`config.mk`:
```
export PLATFORM = sky130hd
export DESIGN_NAME = pipe_hazard_ctrl
export DESIGN_NICKNAME = d
export VERILOG_FILES = /design/src/rtl/pipe_hazard_ctrl.sv
export SDC_FILE = /design/constraint.sdc
export NUM_CORES = 1
export LEC_CHECK = 0
export BUFFER_PORTS_ARGS = -buffer_cell sky130_fd_sc_hd__buf_2
export CAP_MARGIN = 5
export CORE_ASPECT_RATIO = 0.7
export CORE_MARGIN = 1.5
export CORE_UTILIZATION = 35
export CTS_CLUSTER_SIZE = 28
export DETAILED_ROUTE_END_ITERATION = 10
export GPL_TIMING_DRIVEN = 0
export PLACE_DENSITY = 0.69
export RECOVER_POWER = 25
export SLEW_MARGIN = 20
export SYNTH_ARGS = -nofsm -noshare
export SYNTH_HDL_FRONTEND = slang
export SYNTH_SLANG_ARGS = --single-unit
export TNS_END_PERCENT = 5
```
`constraint.sdc`:
```
create_clock -name clk -period 1.9 [get_ports clk]
set_clock_uncertainty 0.15 [all_clocks]
set_input_delay 0.475 -clock clk [delete_from_list [all_inputs] [get_ports clk]]
set_output_delay 0.475 -clock clk [all_outputs]
set_load 0.05 [all_outputs]
```
`src/rtl/pipe_hazard_ctrl.sv`:
```
// Stall/flush controller for the 5-stage pipeline: load-use bubbles, branch flushes, cache-miss freezes.
// Optional HAZARD_STATS_EN adds saturating stat_lu / stat_miss event counters.
module pipe_hazard_ctrl #(
    parameter int MISS_TIMEOUT = 64,
    parameter int REG_W        = 5
) (
    input  logic             clk,
    input  logic             rst,
    input  logic [REG_W-1:0] ifid_rs,
    input  logic [REG_W-1:0] ifid_rt,
    input  logic             ifid_uses_rt,
    input  logic             idex_load,
    input  logic [REG_W-1:0] idex_rt,
    input  logic             branch_taken,
    input  logic             mem_req,
    input  logic             mem_ready,
    output logic             pc_write,
    output logic             ifid_write,
    output logic             ifid_flush,
    output logic             idex_write,
    output logic             idex_flush,
    output logic             exmem_write,
    output logic             halted
`ifdef HAZARD_STATS_EN
    ,
    output logic [15:0]      stat_lu,
    output logic [15:0]      stat_miss
`endif
);

    typedef enum logic [1:0] {
        RUN  = 2'd0,
        MISS = 2'd1,
        HALT = 2'd2
    } state_t;

    localparam logic [7:0] TIMEOUT_8 = 8'(MISS_TIMEOUT);

    state_t     r_state;
    state_t     w_state_next;
    logic [7:0] r_timer;
    logic [7:0] w_timer_next;
    logic       w_miss;
    logic       w_lu;
    logic       w_bubble;

    assign w_miss = mem_req & ~mem_ready;
    assign w_lu   = idex_load && (idex_rt != '0) &&
                    ((idex_rt == ifid_rs) || (ifid_uses_rt && (idex_rt == ifid_rt)));

    always_ff @(posedge clk or posedge rst) begin
        if (rst) begin
            r_state <= RUN;
            r_timer <= 8'd0;
        end else begin
            r_state <= w_state_next;
            r_timer <= w_timer_next;
        end
    end

    always_comb begin
        w_state_next = r_state;
        w_timer_next = r_timer;
        pc_write     = 1'b0;
        ifid_write   = 1'b0;
        ifid_flush   = 1'b0;
        idex_write   = 1'b0;
        idex_flush   = 1'b0;
        exmem_write  = 1'b0;
        halted       = 1'b0;
        w_bubble     = 1'b0;
        case (r_state)
            RUN: begin
                w_timer_next = 8'd0;
                if (w_miss) begin
                    w_state_next = MISS;
                    w_timer_next = 8'd1;
                end else if (w_lu) begin
                    // Branch is ignored here; it is still pending in ID after the bubble.
                    idex_flush  = 1'b1;
                    idex_write  = 1'b1;
                    exmem_write = 1'b1;
                    w_bubble    = 1'b1;
                end else begin
                    pc_write    = 1'b1;
                    ifid_write  = 1'b1;
                    idex_write  = 1'b1;
                    exmem_write = 1'b1;
                    ifid_flush  = branch_taken;
                end
            end
            MISS: begin
                // Timer holds the index of the current MISS cycle.
                if (mem_ready || !mem_req) begin
                    w_state_next = RUN;
                    w_timer_next = 8'd0;
                end else if (r_timer >= TIMEOUT_8) begin
                    w_state_next = HALT;
                end else if (r_timer != 8'hFF) begin
                    w_timer_next = r_timer + 8'd1;
                end
            end
            HALT: begin
                halted = 1'b1;
            end
            default: begin
                w_state_next = RUN;
                w_timer_next = 8'd0;
            end
        endcase
    end

`ifdef HAZARD_STATS_EN
    logic [15:0] r_stat_lu;
    logic [15:0] r_stat_miss;

    always_ff @(posedge clk or posedge rst) begin
        if (rst) begin
            r_stat_lu   <= 16'd0;
            r_stat_miss <= 16'd0;
        end else begin
            if (w_bubble && (r_stat_lu != 16'hFFFF))
                r_stat_lu <= r_stat_lu + 16'd1;
            if ((r_state == MISS) && (r_stat_miss != 16'hFFFF))
                r_stat_miss <= r_stat_miss + 16'd1;
        end
    end

    assign stat_lu   = r_stat_lu;
    assign stat_miss = r_stat_miss;
`endif

endmodule
```
==> reports/metrics.csv <==
metric,value,unit
gp_congestion,0.8193,
pin_count,29,
synth_seq_area_share,0.3717,
clockPowerShare,0.332,
cp-start-kind,input pin,
syn_area_per_cell,9.481,µm²
nets,129,
clock_latency,270,ps
crit_required,1270,ps
totalPowerFinal,582.8,µW
diodes,0,
p_sw_frac,0.2913,
finalHoldViolCount,0,
fin_cells,127,
p_sw,169.8,µW
cp-end-kind,output pin,
grtUsageTotal,0.1554,
die_area,2199,µm²
place_ws,-603.8,ps
timing.rr.end,r_timer[2],
ys_warn_count,0,
drive_gt1_frac,0.4571,
setup_slack,-444.2,ps
tightest_slew,406.8,ps
final_area,1013,µm²
slew_headroom,0.7278,
synthesis.nets,94,
status,"complete, but fails checks",
p_leak,0.0004510,µW
path_clk_slew,70,ps
min_path_type,input pin to async pin,
ant_nets,0,
combPwrFrac,0.288,
grt_start_max_net_pins,11,
area_growth,50.56,%
dieHeight,39.69,µm
grt_setup_unrepaired,true,
path_class,input pin to output pin,
finalMaxSlewViolations,0,
seqPwrFrac,0.380,
synth-async-reset-ratio,1.000,
htree_num_levels,1,
ff2ff_path_depth,4,
dp.final_hpwl,1294,µm
place_area,878.3,µm²
hold-worst-slack,19.85,ps
wl_per_cell,13.02,µm
gr-total-overflow,0,
violations,setup timing,
syn-cell-area,673.1,µm²
portBuffers,28,
dieWidth,55.42,µm
cts_tree,built,
numCtsBuffers,3,
powerDensity,575.1,nW/µm²
synth_cell_types,33,
grt_first_pass_wirelength,2442,µm
timing.final.crit_share,1.234,
r2r-start,r_state[1],
path_max_fanout,3,
finalCriticalPeriod,2344,ps
max-vdd-ir-drop,0.0003334,V
row_count,13,
drt-initial-drc-count,10,
reg2reg_slack,360,ps
routed_wirelength,1654,µm
maxCapViolations,0,
cts-root-buf,clkbuf_4,
drt_pass1_iterations,4,
vias,631,
syn_inst,71,
core,1838,µm²
clkSinkCount,10,
vias_per_cell,4.969,
clock.fmax,426.6,MHz
clk_path_buf_depth,2,
setup_viol,4,
dp_cells,121,
synth_edf_count,0,
antenna_found_initial,0,
grt_pass1_vias,511,
yosys_register_bits,10,
crit_arrival,1720,ps
drc,0,
p_int,413.1,µW
synthFlopType,dfrtp_1,
initial_core_util,0.3662,
critical path, stage by stage:
cell      delay, ps
buf_8            90
or4_4           530
o21a_4          230
a21boi_4        140
buf_6           110
buf_8           130
layer usage:
| metal | track usage | up-vias | share of wire |
|---|---|---|---|
| met5 | 0 | - | 0 |
| met4 | 0.05488 | 0 | 0.010 |
| met3 | 0.05281 | 2 | 0.035 |
| met2 | 0.2351 | 13 | 0.47 |
| met1 | 0.2071 | 292 | 0.49 |
| li1 | - | 324 | - |
power groups by stage:
stage               Sequential [µW]  Combinational (µW)  Clock (µW)
floorplan                       224                95.1           0
detailed placement              225                 140           0
CTS                             222                 162         198
global placement                225                 138           0
finish                          222                 168         193
global route                    222                 178         206
synth_stat cells (2+ instances only):
master	number	share of area
a21oi_1	2	0.015
buf_4	2	0.022
dfrtp_1	10	0.37
nand2_1	5	0.028
nand2b_1	2	0.019
nand3_1	3	0.022
nand4_1	2	0.019
nor2_1	5	0.028
nor2b_1	2	0.019
o21ai_0	3	0.022
o22ai_1	2	0.019
xnor2_1	12	0.16
cells by family (layout without fill, tap and decap cells):
kind of cell | Yosys count | count (layout) | synth area share
flip-flops | 10 | 10 | 0.3717
multiplexers | 1 | 1 | 0.01487
XOR/XNOR | 13 | 13 | 0.1691
AO/OA/AOI/OAI | 16 | 16 | 0.1710
AND/OR/NAND/NOR | 26 | 26 | 0.2212
adder cells (fa/ha/maj) | 1 | 1 | 0.01858
buffers and inverters | 4 | 38 | 0.03344
layout by cell type, fill, tap and decap left out, types with 2 or more instances in the layout:
| cell type | instances |
|---|---|
| xnor2_1 | 12 |
| nor2_1 | 5 |
| buf_4 | 4 |
| dfrtp_1 | 9 |
| nand4_1 | 2 |
| clkbuf_4 | 3 |
| buf_8 | 3 |
| o21ai_0 | 3 |
| nand2_1 | 5 |
| nand3_1 | 3 |
| nand2b_1 | 2 |
| buf_2 | 20 |
| buf_6 | 5 |
flip-flops by register name (all words and copies together), names as in the netlist:
| register | cells |
|---|---|
| r_timer | 8 |
| r_state | 2 |
worst max-delay path by stage:
stage	start	endpoint	slack [ps]	cells past startpoint
final	idex_rt[2]	pc_write	-440	6
after global routing	idex_rt[2]	pc_write	-480	6
after CTS	idex_rt[4]	pc_write	-480	6
after detailed placement	idex_rt[1]	pc_write	-600	6
after global placement	idex_rt[1]	pc_write	-610	6
after floorplan	mem_req	pc_write	-560	4
layout make-up:
| class | count | area (µm²) |
|---|---|---|
| repair buffers | 30 | 212.7 |
| flip-flops and latches | 10 | 251.5 |
| multi-input cells | 57 | 459.2 |
| fillers | 168 | 824.5 |
| well taps | 22 | 27.53 |
| clock buffers | 4 | 36.28 |
| plain buffers | 2 | 18.77 |
| inverters | 2 | 7.507 |
what timing repair did:
item / 4_1_cts / 5_1_grt
endpoints found under the setup margin: 7 / 7
setup buffers: 1 / 1
resized for setup: 21 / 3
pin swaps: 4 / 4
hold buffers: 0 / 0
stage by stage:
step / util / TNS, ps
6_report: 0.5514 / -1628
5_1_grt: 0.5514 / -1868
4_1_cts: 0.5391 / -1703
3_5_place_dp: 0.4779 / -2182
3_3_place_gp: 0.4779 / -2165
2_1_floorplan: - / -1876
Note: power is estimated with default switching activity, not from simulation.
